$ cat config.mk
export PLATFORM = sky130hd
export DESIGN_NAME = tick_debouncer_flat
export DESIGN_NICKNAME = d
export VERILOG_FILES = /design/src/rtl/tick_debouncer_if.sv /design/src/rtl/tick_debouncer.sv /design/src/flat_wrapper.sv
export SDC_FILE = /design/constraint.sdc
export NUM_CORES = 1
export LEC_CHECK = 0
export CORE_MARGIN = 2
export CORE_UTILIZATION = 50
export CTS_CLUSTER_DIAMETER = 200
export DETAILED_ROUTE_END_ITERATION = 10
export PLACE_DENSITY = 0.77
export SYNTH_ARGS = -nofsm -noshare
export SYNTH_HDL_FRONTEND = slang
export SYNTH_SLANG_ARGS = --single-unit
$ cat constraint.sdc
create_clock -name clk_in -period 1.45 [get_ports clk_in]
set_input_delay 0.29 -clock clk_in [delete_from_list [all_inputs] [get_ports clk_in]]
set_output_delay 0.29 -clock clk_in [all_outputs]
set_load 0.01 [all_outputs]
$ cat src/rtl/tick_debouncer_if.sv
// Button debouncer signal bundle: tick enable and raw levels go in,
// clean levels and press/release pulses come out.
interface tick_debouncer_if #(
  parameter int NUM_BTN = 5
);
  logic               tick_in;
  logic [NUM_BTN-1:0] btn_raw;
  logic [NUM_BTN-1:0] btn_level;
  logic [NUM_BTN-1:0] btn_press;
  logic [NUM_BTN-1:0] btn_release;

  modport master (
    output tick_in,
    output btn_raw,
    input  btn_level,
    input  btn_press,
    input  btn_release
  );

  modport slave (
    input  tick_in,
    input  btn_raw,
    output btn_level,
    output btn_press,
    output btn_release
  );
endinterface

$ cat src/rtl/tick_debouncer.sv
// Per-button debouncer clocked by clk_in, using tick_in as the time base.
// Each raw input is synchronized, then must hold a new level for
// STABLE_TICKS tick strobes before it is accepted.
//
// state        | meaning
// -------------+----------------------------------------------------------
// RELEASED     | stable released, btn_level = 0
// PRESS_WAIT   | sync high, counting ticks toward accepting a press
// PRESSED      | stable pressed, btn_level = 1
// RELEASE_WAIT | sync low, counting ticks toward accepting a release
module tick_debouncer #(
  parameter int NUM_BTN      = 5,
  parameter int STABLE_TICKS = 4,
  parameter int CNT_W        = 3
) (
  input  logic            clk_in,
  input  logic            rst_n,
  tick_debouncer_if.slave bus
);

  localparam logic [1:0] RELEASED     = 2'd0;
  localparam logic [1:0] PRESS_WAIT   = 2'd1;
  localparam logic [1:0] PRESSED      = 2'd2;
  localparam logic [1:0] RELEASE_WAIT = 2'd3;

  // Count of the last tick before acceptance; the counter stops here and
  // the state transition happens instead, so it never wraps.
  localparam logic [CNT_W-1:0] CNT_LAST = CNT_W'(STABLE_TICKS - 1);

  logic [NUM_BTN-1:0] sync_meta;
  logic [NUM_BTN-1:0] sync_q;
  logic [NUM_BTN-1:0] level_q;
  logic [NUM_BTN-1:0] press_q;
  logic [NUM_BTN-1:0] release_q;

  // Two-flop synchronizer for the asynchronous button inputs.
  always_ff @(posedge clk_in or negedge rst_n) begin
    if (!rst_n) begin
      sync_meta <= '0;
      sync_q    <= '0;
    end else begin
      sync_meta <= bus.btn_raw;
      sync_q    <= sync_meta;
    end
  end

  for (genvar i = 0; i < NUM_BTN; i++) begin : g_chan
    logic [1:0]       state_q;
    logic [CNT_W-1:0] cnt_q;
    logic             lvl_q;
    logic             prs_q;
    logic             rls_q;

    // Channel FSM with its stability counter; pulses default low each cycle.
    always_ff @(posedge clk_in or negedge rst_n) begin
      if (!rst_n) begin
        state_q <= RELEASED;
        cnt_q   <= '0;
        lvl_q   <= 1'b0;
        prs_q   <= 1'b0;
        rls_q   <= 1'b0;
      end else begin
        prs_q <= 1'b0;
        rls_q <= 1'b0;
        case (state_q)
          RELEASED: begin
            // A tick on the entry cycle is deliberately not counted.
            if (sync_q[i]) begin
              state_q <= PRESS_WAIT;
              cnt_q   <= '0;
            end
          end
          PRESS_WAIT: begin
            if (!sync_q[i]) begin
              state_q <= RELEASED;
              cnt_q   <= '0;
            end else if (bus.tick_in) begin
              if (cnt_q == CNT_LAST) begin
                state_q <= PRESSED;
                cnt_q   <= '0;
                lvl_q   <= 1'b1;
                prs_q   <= 1'b1;
              end else begin
                cnt_q <= cnt_q + CNT_W'(1);
              end
            end
          end
          PRESSED: begin
            if (!sync_q[i]) begin
              state_q <= RELEASE_WAIT;
              cnt_q   <= '0;
            end
          end
          RELEASE_WAIT: begin
            if (sync_q[i]) begin
              state_q <= PRESSED;
              cnt_q   <= '0;
            end else if (bus.tick_in) begin
              if (cnt_q == CNT_LAST) begin
                state_q <= RELEASED;
                cnt_q   <= '0;
                lvl_q   <= 1'b0;
                rls_q   <= 1'b1;
              end else begin
                cnt_q <= cnt_q + CNT_W'(1);
              end
            end
          end
          default: begin
            state_q <= RELEASED;
            cnt_q   <= '0;
            lvl_q   <= 1'b0;
          end
        endcase
      end
    end

    assign level_q[i]   = lvl_q;
    assign press_q[i]   = prs_q;
    assign release_q[i] = rls_q;
  end

  assign bus.btn_level   = level_q;
  assign bus.btn_press   = press_q;
  assign bus.btn_release = release_q;

endmodule
$ cat src/flat_wrapper.sv
// flat-port wrapper written by rule: the top's interface ports become plain ports
module tick_debouncer_flat 
#(
  parameter int NUM_BTN      = 5,
  parameter int STABLE_TICKS = 4,
  parameter int CNT_W        = 3
)
  (clk_in, rst_n, bus_tick_in, bus_btn_raw, bus_btn_level, bus_btn_press, bus_btn_release);
  tick_debouncer_if #(.NUM_BTN(NUM_BTN)) bus_i ();
  input  logic clk_in;
  input  logic rst_n;
  input wire logic [$bits(bus_i.tick_in)-1:0] bus_tick_in;
  input wire logic [$bits(bus_i.btn_raw)-1:0] bus_btn_raw;
  output wire logic [$bits(bus_i.btn_level)-1:0] bus_btn_level;
  output wire logic [$bits(bus_i.btn_press)-1:0] bus_btn_press;
  output wire logic [$bits(bus_i.btn_release)-1:0] bus_btn_release;
  assign bus_i.tick_in = bus_tick_in;
  assign bus_i.btn_raw = bus_btn_raw;
  assign bus_btn_level = bus_i.btn_level;
  assign bus_btn_press = bus_i.btn_press;
  assign bus_btn_release = bus_i.btn_release;
  tick_debouncer #(.NUM_BTN(NUM_BTN), .STABLE_TICKS(STABLE_TICKS), .CNT_W(CNT_W)) u_core (.clk_in(clk_in), .rst_n(rst_n), .bus(bus_i));
endmodule
# Word-level counts from Yosys, hierarchy flattened
# Cells that the tools add are included.
# totals
elab_cells	282
register_bits	50
# classes
mux	145
n_reduce_logical	25
n_addsub	5
n_eq_ne	80
# op_table
op	count
two-way mux 3 bit	30
two-way mux 2 bit	40
two-way mux 1 bit	60
one-hot mux 3 bit (4 select lines)	5
inequality test 2 x 1 -> 1 bit, second input constant	20
inequality test 2 bit, second input constant	20
one-hot mux 2 bit (4 select lines)	5
AND reduction 7 bit	5
inequality test 3 bit, second input constant	10
AND reduction 6 bit	5
equality test 2 bit, second input constant	10
adder 3 x 1 -> 3 bit, second input constant	5
equality test 3 x 2 -> 1 bit, second input constant	5
inequality test 3 x 1 -> 1 bit, second input constant	5
inequality test 3 x 2 -> 1 bit, second input constant	5
equality test 2 x 1 -> 1 bit, second input constant	5
logical NOT 2 bit	5
one-hot mux 1 bit (2 select lines)	5
AND reduction 2 bit	5
nonzero test 2 bit	5

# Logic depth before layout (Yosys ltp)
# Gate-level depths: netlist (run 1).
# depth
word_depth	5
depth_mapped	5
ltp_nobuf	4

# Worst setup path after synthesis (run 1)
# Ideal clock, no wire load.
# synth_timing
path_type	flip-flop to flip-flop
start	register u_core.g_chan[2].cnt_q[0]
end	register u_core.g_chan[2].lvl_q
period_less_slack_ps	1267
stages_incl_launch_ff	5
t_arrival_ps	1140
setup_ps	128
required_time_ps	1322
setup_slack_ps	183
path_cell_list	dfrtp_1 > ha_1 > and4b_1 > and3_1 > nand3b_1
# synth_via
elab_chain_cells	3
word_cells_on_any_way	4
# synth_rtl
item	line	rtl
start: declaration	tick_debouncer.sv:49	logic [CNT_W-1:0] cnt_q;
start signal: assignment	tick_debouncer.sv:84	cnt_q <= cnt_q + CNT_W'(1);
start signal: assignment	tick_debouncer.sv:105	cnt_q <= cnt_q + CNT_W'(1);
equality test 3 x 2 -> 1 bit (*)	tick_debouncer.sv:78, tick_debouncer.sv:99	
inequality test 2 x 1 -> 1 bit (no source line)	n/a	
AND reduction 7 bit (no source line) (*)	n/a	
end signal: assignment	tick_debouncer.sv:81	lvl_q <= 1'b1;
end signal: assignment	tick_debouncer.sv:102	lvl_q <= 1'b0;
end signal: assignment	tick_debouncer.sv:112	lvl_q <= 1'b0;
end: declaration	tick_debouncer.sv:50	logic lvl_q;
# Every way passes the cells marked *; elsewhere a longest branch is shown, timed or not.
# A chain may end at the register's enable or synchronous reset.

# Final worst setup path (run 1)
# Same ends and word-level chain as after synthesis.

==> results of run 1 <==
worst max-delay path by stage:
stage | from | endpoint | slack, ns | cells after the start
final | u_core.g_chan[2].cnt_q[0] | u_core.g_chan[2].lvl_q | 0.12 | 4
after floorplan | u_core.g_chan[2].cnt_q[0] | u_core.g_chan[2].lvl_q | 0.18 | 4
after global routing | u_core.g_chan[2].cnt_q[0] | u_core.g_chan[2].lvl_q | 0.05 | 4
after detailed placement | bus_tick_in | u_core.g_chan[2].lvl_q | -0.17 | 5
after CTS | u_core.g_chan[0].rls_q | bus_btn_release[0] | 0.002 | 1
after global placement | bus_tick_in | u_core.g_chan[2].lvl_q | -0.12 | 5
cells in the mapped netlist, drive strengths merged:
library cell,instances,area [sq um]
mux2i,3,30.0
inv,2,7.51
nor2,13,48.8
nand4b,6,52.6
ha,5,62.6
nand3,2,10.0
o21ai,8,40.0
nand2b,5,31.3
nand2,32,120
nand4,1,6.26
nor3,2,10.0
a21oi,10,50.1
nand3b,3,22.5
nor3b,3,22.5
and3,6,37.5
buf,18,139
dfrtp,50,1250
o2bb2ai,1,8.76
xor2,6,67.6
and4b,5,50.1
nor2b,9,56.3
xnor2,5,43.8
o22ai,8,50.1
a31oi,1,6.26
o21a,4,30.0
area by class of cell:
cell class | count | area [sq um] | area share, %
sequential | 50 | 1250 | 48.5
multi-input combinational | 138 | 857 | 33.2
timing repair buffer | 30 | 303 | 11.7
clock buffer | 6 | 82.6 | 3.20
tap | 52 | 65.1 | 2.52
clock inverter | 2 | 12.5 | 0.485
inverter | 2 | 7.51 | 0.291
cells by family after synthesis:
| group | Yosys count |
|---|---|
| flip-flops | 50 |
| multiplexers | 3 |
| AND/OR/NAND/NOR | 87 |
| buffers and inverters | 20 |
| AO/OA/AOI/OAI | 32 |
| adder cells (fa/ha/maj) | 5 |
| XOR/XNOR | 11 |
sequential cells by signal, indices dropped and copies added, names as in the netlist, named ones only:
signal	flops
u_core.g_chan.prs_q	5
u_core.sync_q	5
u_core.g_chan.lvl_q	5
u_core.g_chan.state_q	5
u_core.g_chan.cnt_q	15
u_core.sync_meta	5
u_core.g_chan.rls_q	5
timing repair:
| item | CTS | global route |
|---|---|---|
| hold buffers | 1 | 0 |
| setup endpoints to repair | 10 | 5 |
| resized for setup | 10 | 5 |
| endpoints found under the hold margin | 20 | 0 |
metal layers:
layer  vias to the layer above  wire [um]  global-route usage, %
li1                        734          -                      -
met1                       707       1560                   18.4
met2                        13       1690                   23.6
met3                         2         75                   4.13
met4                         0         25                   5.45
met5                         -          0                      0
power breakdown:
group          leakage, nW  switching [mW]  internal (mW)
combinational        0.621           0.222          0.206
sequential           0.645           0.147           1.51
clock               0.0472           0.424          0.384
critical path, cell delays in order (launching register included):
cell	delay, ns
dfrtp_1	0.42
ha_1	0.25
and4b_1	0.21
and3_1	0.18
nand3b_1	0.15
==> results.md, run 1 <==
- CP endpoint kind: register
- Hold WC Path Type: register to register
- Yosys warnings: 0
- Worst-Margin Slew: around 0.47 ns
- Fraction of synthesized area in multiplexers: 1.33%
- Cell variety after synth: 27
- Final nets: 240
- ANT cells: 0
- Fin util: 59.2%
- Main combinational cell family by area after synthesis: simple AND/OR/NAND/NOR gates
- Placed cells: 271
- DP HPWL: ~2.4 mm
- PwrDens: 1120 nW/um^2
- Post-Route Skew: 0.00287 ns
- Post-Place Setup Slack: -0.166 ns
- Sequential element share of the synthesized area: between 50% and 60%
- Root buffer cell: clkbuf_8
- Placed instance area: between 2000 and 2500 sq um
- Share of cells above drive strength 1: 7.89%
- Ports: 23
- Tot GR Track Use: 14.5%
- Final Max Tran Viols: 0
- Iteration-0 DRC Markers: 91
- Min-delay src: u_core.sync_meta[0]
- Gate count of the mapped netlist: 208
- Overall Power: around 2.9 mW
- Total grt overflow: 0
- Antenna viol nets, final: 0
- Clk Latency, worst-skew pair: between 0.2 and 0.3 ns
- Initial Util: 51.8%
- Post-layout min period: 1.33 ns
- GPL Wtd Cong: 0.785
- Setup ws final: ~0.12 ns
- Max Root-Sink Buffers: 2
- IO buf count: 22
- R2r endpoint: u_core.g_chan[2].lvl_q
- Final Cell Area: 2580 sq um
- Reg2Reg Setup Slack: between 0.1 and 0.15 ns
- TritonCTS buffer count: 5
- Largest net degree at the start of global routing: 31
- WP data required: 1.62 ns
- Routed WL: about 3.3 mm
- Fin crit share: 91.6%
- Pleak: 1.31 nW
- Max IR drop VDD: 0.545 mV
- Worst Setup Start Kind: register
- Commonest non-fill, non-tap cells in the layout: dfrtp_1, nand2_1, nor2_1
- Status: finished, final reports clean
- Vias: around 1,500
- Initial antenna violation count: 0
- Adder-cell area share of the yosys netlist: 2.77%
- Chip height: ~71 um
- Syn avg cell area: around 11 sq um
- Core box area: 4350 sq um
- # DRC: 0
- Commonest non-fill, non-tap cell in the layout: dfrtp_1
- Postcts setup bufs: 0
- Crit path kind: register to register
- Die area: ~5000 sq um
- Avg WL per Cell: around 12 um
- Post-Layout Cell Count: 280
- First-pass GRT wire length: 5.82 mm
- Compound-Gate Fraction of Synth Area: 8.21%
- Vias per std cell: approximately 5.2
- Mapped cell area: 2250 sq um
- Die X-Extent: 71.2 um
- Synth Area in XOR/XNOR: 4.94%
- Worst r2r src: u_core.g_chan[2].cnt_q[0]
- WHS Endpoint: u_core.sync_q[0]
- Clock transition at path regs: 0.08 ns
- Sum Neg Setup Slack: 0 ns
- Fmax: 753 MHz
- CTS Sinks: 50
- DR pass1 iterations: 2
- Vias in the first global route: 1,404
- Yosys reg bits: 50
- Crit-path max FO: 4
- Critical Path AT: roughly 1.5 ns
- Max-capacitance violation count: 0
- Slew HR: between 60 and 70%
- Final setup vio count: 0
- CTS tree: yes
- Layout fillers: 371
- H-tree depth: 2
- RSZ-0062 raised after global routing: no
- Worst hold path depth: 0
- WHS: 0.354 ns
- Cell Rows: 24
- Reg2Reg Depth: 4
- Final hold vios: 0
- Simple-gate share of the synthesized area: 20.8%
- Synth-to-layout area growth: 14.4%
- Syn Nets: 221
Note: power is estimated with default switching activity, not from simulation.
==> run 2: changes to the inputs <==
--- a/config.mk
+++ b/config.mk
@@ -5,7 +5,6 @@
 export SDC_FILE = /design/constraint.sdc
 export NUM_CORES = 1
 export LEC_CHECK = 0
-export CORE_MARGIN = 2
 export CORE_UTILIZATION = 50
 export CTS_CLUSTER_DIAMETER = 200
 export DETAILED_ROUTE_END_ITERATION = 10
==> run 2 against run 1 <==
Compared with the run above:
- cell count down 0.71%
- largest power group unchanged
- count of clock-buffer cells in the layout unchanged
- design area barely moved
==> results.md, run 2 (synthesis results as in run 1) <==
- RSZ-0062 raised after global routing: no (unchanged)
- First-pass GRT wire length: 6.03 mm (was 5.82 mm)
- Pleak: 1.28 nW (was 1.31 nW)
- Max IR drop VDD: 0.785 mV (was 0.545 mV)
- Clock transition at path regs: 0.08 ns (about the same)
- Post-Layout Cell Count: 278 (was 280)
- Die X-Extent: 69.2 um (was 71.2 um)
- Worst Setup Start Kind: register (unchanged)
- Setup ws final: 0.0787 ns (was 0.122 ns)
- Overall Power: 3.07 mW (was 2.89 mW)
- Area of the multi-input gates: 857 sq um (unchanged)
- Largest net degree at the start of global routing: 51 (was 31)
- Iteration-0 DRC Markers: 108 (was 91)
- Commonest non-fill, non-tap cell in the layout: dfrtp_1 (unchanged)
- Slowest-stage cell, CP: dfrtp_1 (unchanged)
- ANT cells: 0 (unchanged)
- Avg WL per Cell: 12.2 um (was 11.9 um)
- CTS Sinks: 50 (unchanged)
- CP peak stage delay: 0.42 ns (about the same)
- Placed cells: 270 (was 271)
- Worst-Margin Slew: 0.321 ns (was 0.473 ns)
- Post-Route Skew: 0.00900 ns (was 0.00287 ns)
- H-tree depth: 2 (unchanged)
- Max-capacitance violation count: 0 (unchanged)
- Synth-to-layout area growth: 14.3% (was 14.4%)
- Initial antenna violation count: 0 (unchanged)
- Largest Register: u_core.g_chan.cnt_q (unchanged)
- Sum Neg Setup Slack: 0 ns (unchanged)
- Commonest non-fill, non-tap cells in the layout: dfrtp_1, nand2_1, nor2_1, dlygate4sd2_1, a21oi_1 (was dfrtp_1, nand2_1, nor2_1)
- Tot GR Track Use: 15.9% (was 14.5%)
- Layout fillers: 344 (was 371)
- Final setup vio count: 0 (unchanged)
- Postcts setup bufs: 0 (unchanged)
- Root buffer cell: clkbuf_8 (unchanged)
- WP data required: 1.63 ns (was 1.62 ns)
- # DRC: 0 (unchanged)
- Critical Path AT: 1.56 ns (was 1.50 ns)
- CTS tree: yes (unchanged)
- Ports: 23 (unchanged)
- Crit path kind: register to register (unchanged)
- DP HPWL: 2.28 mm (was 2.44 mm)
- Reg area: 1250 sq um (unchanged)
- TritonCTS buffer count: 5 (unchanged)
- Post-Place Setup Slack: -0.172 ns (was -0.166 ns)
- DR pass1 iterations: 4 (was 2)
- Vias in the first global route: 1,430 (was 1,404)
- Worst path cell trace: ha_1, and4b_1, and3_1, nand3b_1 (unchanged)
- Status: finished, final reports clean (unchanged)
- Fmax: 729 MHz (was 753 MHz)
- Clk Latency, worst-skew pair: 0.30 ns (was 0.29 ns)
- CP endpoint kind: register (unchanged)
- Vias: 1,477 (was 1,456)
- Chip height: 69.2 um (was 71.2 um)
- Cell Rows: 24 (unchanged)
- Max Root-Sink Buffers: 2 (unchanged)
- Fin crit share: 94.6% (was 91.6%)
- Share of cells above drive strength 1: 7.08% (was 7.89%)
- Final hold vios: 0 (unchanged)
- Final nets: 239 (was 240)
- Hold WC Path Type: register to register (unchanged)
- Crit-path max FO: 4 (unchanged)
- Core box area: 4350 sq um (unchanged)
- Final Max Tran Viols: 0 (unchanged)
- Slew HR: 78.5% (was 68.5%)
- Vias per std cell: 5.31 (was 5.20)
- Number of flip-flops in the largest register: 15 (unchanged)
- Routed WL: 3.40 mm (was 3.34 mm)
- Antenna viol nets, final: 0 (unchanged)
- Total grt overflow: 0 (unchanged)
- Post-layout min period: 1.37 ns (was 1.33 ns)
- PwrDens: 1190 nW/um^2 (was 1120 nW/um^2)
- Initial Util: 51.8% (unchanged)
- IO buf count: 22 (unchanged)
- WHS: 0.350 ns (was 0.354 ns)
- GPL Wtd Cong: 0.747 (was 0.785)
- Die area: 4780 sq um (was 5060 sq um)
==> run 2: cell types whose count changed in the layout (fill, tap and decap cells not counted) <==
cell	before	now
clkinv_2	1	0
clkinvlp_4	1	0
bufinv_16	0	1
buf_4	5	4
dlymetal6s2s_1	5	2
dlygate4sd2_1	10	13
==> run 2: layout make-up <==
| type | instances | share of cell area, % |
|---|---|---|
| Clock inverter | 1 | 1.17 |
| Inverter | 2 | 0.291 |
| Sequential cell | 50 | 48.5 |
| Timing Repair Buffer | 29 | 11.0 |
| Tap cell | 52 | 2.52 |
| Multi-Input combinational cell | 138 | 33.3 |
| Clock buffer | 6 | 3.20 |
==> run 2: critical path: cells and delay by family (launching register included) <==
kind,cells,cell delay [ns]
simple gates,3,0.58
fa+ha+maj,1,0.26
flops,1,0.42
==> run 2: routing by layer <==
| layer | up-vias | global-route usage (%) | routed length [um] |
|---|---|---|---|
| li1 | 732 | - | - |
| met1 | 715 | 20.4 | 1570 |
| met2 | 22 | 25.0 | 1640 |
| met3 | 8 | 3.51 | 109 |
| met4 | 0 | 8.62 | 77 |
| met5 | - | 0 | 0 |
==> run 2: path summary, 6_finish.rpt <==
path                                            from  slack (ns)                endpoint  cells after the start
setup / recovery           u_core.g_chan[0].cnt_q[0]        0.08  u_core.g_chan[0].lvl_q                      4
hold / removal                   u_core.sync_meta[0]        0.35        u_core.sync_q[0]                      0
setup reg to reg           u_core.g_chan[0].cnt_q[0]        0.08  u_core.g_chan[0].lvl_q                      4
hold reg to reg                  u_core.sync_meta[0]        0.35        u_core.sync_q[0]                      0
max in group asynchronous                      rst_n        0.73        u_core.sync_q[1]                      3
min in group asynchronous                      rst_n        0.49  u_core.g_chan[0].lvl_q                      3
==> run 2: timing repair <==
item	CTS	global route
hold buffers	1	0
resized for setup	13	2
pin swaps	0	0
endpoints found under the hold margin	50	0
endpoints found under the setup margin	13	2
==> run 2: power by group <==
group | internal [mW] | total [mW] | switching [mW] | leakage, nW
Sequential | 1.51 | 1.66 | 0.148 | 0.645
Combinational | 0.207 | 0.430 | 0.223 | 0.573
Clock | 0.552 | 0.980 | 0.428 | 0.0573
==> run 2: metrics by stage <==
step / cell area, sq um / util [%]
floorplan: 2250 / -
global placement: 2470 / 56.6
detailed placement: 2470 / 56.6
CTS: 2570 / 59.1
global route: 2580 / 59.2
finish: 2580 / 59.2
==> run 3: changes to the inputs <==
--- a/config.mk
+++ b/config.mk
@@ -8,6 +8,7 @@
 export CORE_UTILIZATION = 50
 export CTS_CLUSTER_DIAMETER = 200
 export DETAILED_ROUTE_END_ITERATION = 10
+export MAX_ROUTING_LAYER = met4
 export PLACE_DENSITY = 0.77
 export SYNTH_ARGS = -nofsm -noshare
 export SYNTH_HDL_FRONTEND = slang
==> run 3 against run 2 <==
Compared with the run above:
- maximum frequency unchanged
- design area did not move
- cell count unchanged
- largest cell class unchanged
==> results.md, run 3 (synthesis results as in run 1) <==
- Final hold vios: 0 (unchanged)
- Crit path kind: register to register (unchanged)
- Fin crit share: 94.6% (unchanged)
- Share of cells above drive strength 1: 7.08% (unchanged)
- Post-layout min period: 1.37 ns (unchanged)
- CTS Sinks: 50 (unchanged)
- Antenna viol nets, final: 0 (unchanged)
- ANT cells: 0 (unchanged)
- Clk Latency, worst-skew pair: 0.30 ns (about the same)
- Initial Util: 51.8% (unchanged)
- Initial antenna violation count: 0 (unchanged)
- IO buf count: 22 (unchanged)
- Chip height: 69.2 um (unchanged)
- Commonest non-fill, non-tap cells in the layout: dfrtp_1, nand2_1, nor2_1, dlygate4sd2_1, a21oi_1 (unchanged)
- GPL Wtd Cong: 0.757 (was 0.747)
- Overall Power: 3.07 mW (about the same)
- Iteration-0 DRC Markers: 108 (unchanged)
- Status: finished, final reports clean (unchanged)
- First-pass GRT wire length: 6.02 mm (was 6.03 mm)
- Cell Rows: 24 (unchanged)
- DP HPWL: 2.28 mm (unchanged)
- Avg WL per Cell: 12.2 um (about the same)
- Max IR drop VDD: 0.785 mV (about the same)
- Core box area: 4350 sq um (unchanged)
- Final setup vio count: 0 (unchanged)
- Final Max Tran Viols: 0 (unchanged)
- Slew HR: 78.5% (unchanged)
- Worst Setup Start Kind: register (unchanged)
- Tot GR Track Use: 16.3% (was 15.9%)
- Critical Path AT: 1.56 ns (about the same)
- # DRC: 0 (unchanged)
- Vias: 1,477 (unchanged)
- Clock transition at path regs: 0.08 ns (about the same)
- Routed WL: 3.40 mm (about the same)
- Number of flip-flops in the largest register: 15 (unchanged)
- Die area: 4780 sq um (unchanged)
- H-tree depth: 2 (unchanged)
- Max-capacitance violation count: 0 (unchanged)
- Root buffer cell: clkbuf_8 (unchanged)
- Ports: 23 (unchanged)
- Crit-path max FO: 4 (unchanged)
- TritonCTS buffer count: 5 (unchanged)
- Largest Register: u_core.g_chan.cnt_q (unchanged)
- Max Root-Sink Buffers: 2 (unchanged)
- Total grt overflow: 0 (unchanged)
- CP endpoint kind: register (unchanged)
- Synth-to-layout area growth: 14.3% (unchanged)
- Vias in the first global route: 1,431 (was 1,430)
- Final nets: 239 (unchanged)
- Fmax: 729 MHz (unchanged)
- Commonest non-fill, non-tap cell in the layout: dfrtp_1 (unchanged)
- Post-Route Skew: 0.00900 ns (about the same)
- PwrDens: 1190 nW/um^2 (about the same)
- Vias per std cell: 5.31 (unchanged)
- Sum Neg Setup Slack: 0 ns (unchanged)
- DR pass1 iterations: 4 (unchanged)
- Hold WC Path Type: register to register (unchanged)
- WP data required: 1.63 ns (about the same)
- RSZ-0062 raised after global routing: no (unchanged)
- Pleak: 1.28 nW (unchanged)
- Placed instance area: 2470 sq um (unchanged)
- Final Cell Area: 2580 sq um (unchanged)
- Die X-Extent: 69.2 um (unchanged)
- CTS tree: yes (unchanged)
- Worst-Margin Slew: 0.321 ns (unchanged)
- Largest net degree at the start of global routing: 51 (unchanged)
-- run 3: critical path, cell delays in order, from the launching register on --
cell and delay [ns]:
dfrtp_1 0.42, ha_1 0.26, and4b_1 0.23, and3_1 0.20, nand3b_1 0.15
-- run 3: layer usage --
metal | global-route usage, % | up-vias | part of all wire [%]
met5 | - | - | 0
met4 | 8.62 | 0 | 2.2
met3 | 3.51 | 8 | 3.3
met2 | 25.0 | 22 | 48
met1 | 20.4 | 715 | 46
li1 | - | 732 | -
-- run 3: cell type report --
class | instances | area, sq um
tap | 52 | 65.1
fill | 344 | 1780
clock inverter | 1 | 30.0
multi-input combinational | 138 | 857
inverter | 2 | 7.51
sequential | 50 | 1250
timing repair buffer | 29 | 284
clock buffer | 6 | 82.6
-- run 3: report_power, final --
group	internal, mW	switching (mW)
logic	0.207	0.223
registers	1.51	0.148
clock network	0.552	0.428
-- run 3: metrics by stage --
step	hold slack (ns)	std cells	utilization [%]	setup WS (ns)
global placement	0.294	270	56.6	-0.134
floorplan	-0.00559	208	-	0.183
global route	0.364	278	59.2	0.0258
finish	0.350	278	59.2	0.0787
detailed placement	0.295	270	56.6	-0.172
CTS	0.355	278	59.1	0.00265
-- run 3: what timing repair did --
item	4_1_cts	5_1_grt
pin swaps	0	0
hold buffers	1	0
endpoints found under the setup margin	13	2
setup buffers	0	0
hold endpoints to repair	50	0
resized for setup	13	2
-- run 3: path summary, 6_finish.rpt --
| kind | endpoint | slack (ns) | startpoint | depth (start not counted) |
|---|---|---|---|---|
| setup / recovery | u_core.g_chan[0].lvl_q | 0.08 | u_core.g_chan[0].cnt_q[0] | 4 |
| hold / removal | u_core.sync_q[0] | 0.35 | u_core.sync_meta[0] | 0 |
| setup reg to reg | u_core.g_chan[0].lvl_q | 0.08 | u_core.g_chan[0].cnt_q[0] | 4 |
| hold reg to reg | u_core.sync_q[0] | 0.35 | u_core.sync_meta[0] | 0 |
| max in group asynchronous | u_core.sync_q[1] | 0.73 | rst_n | 3 |
| min in group asynchronous | u_core.g_chan[0].lvl_q | 0.49 | rst_n | 3 |
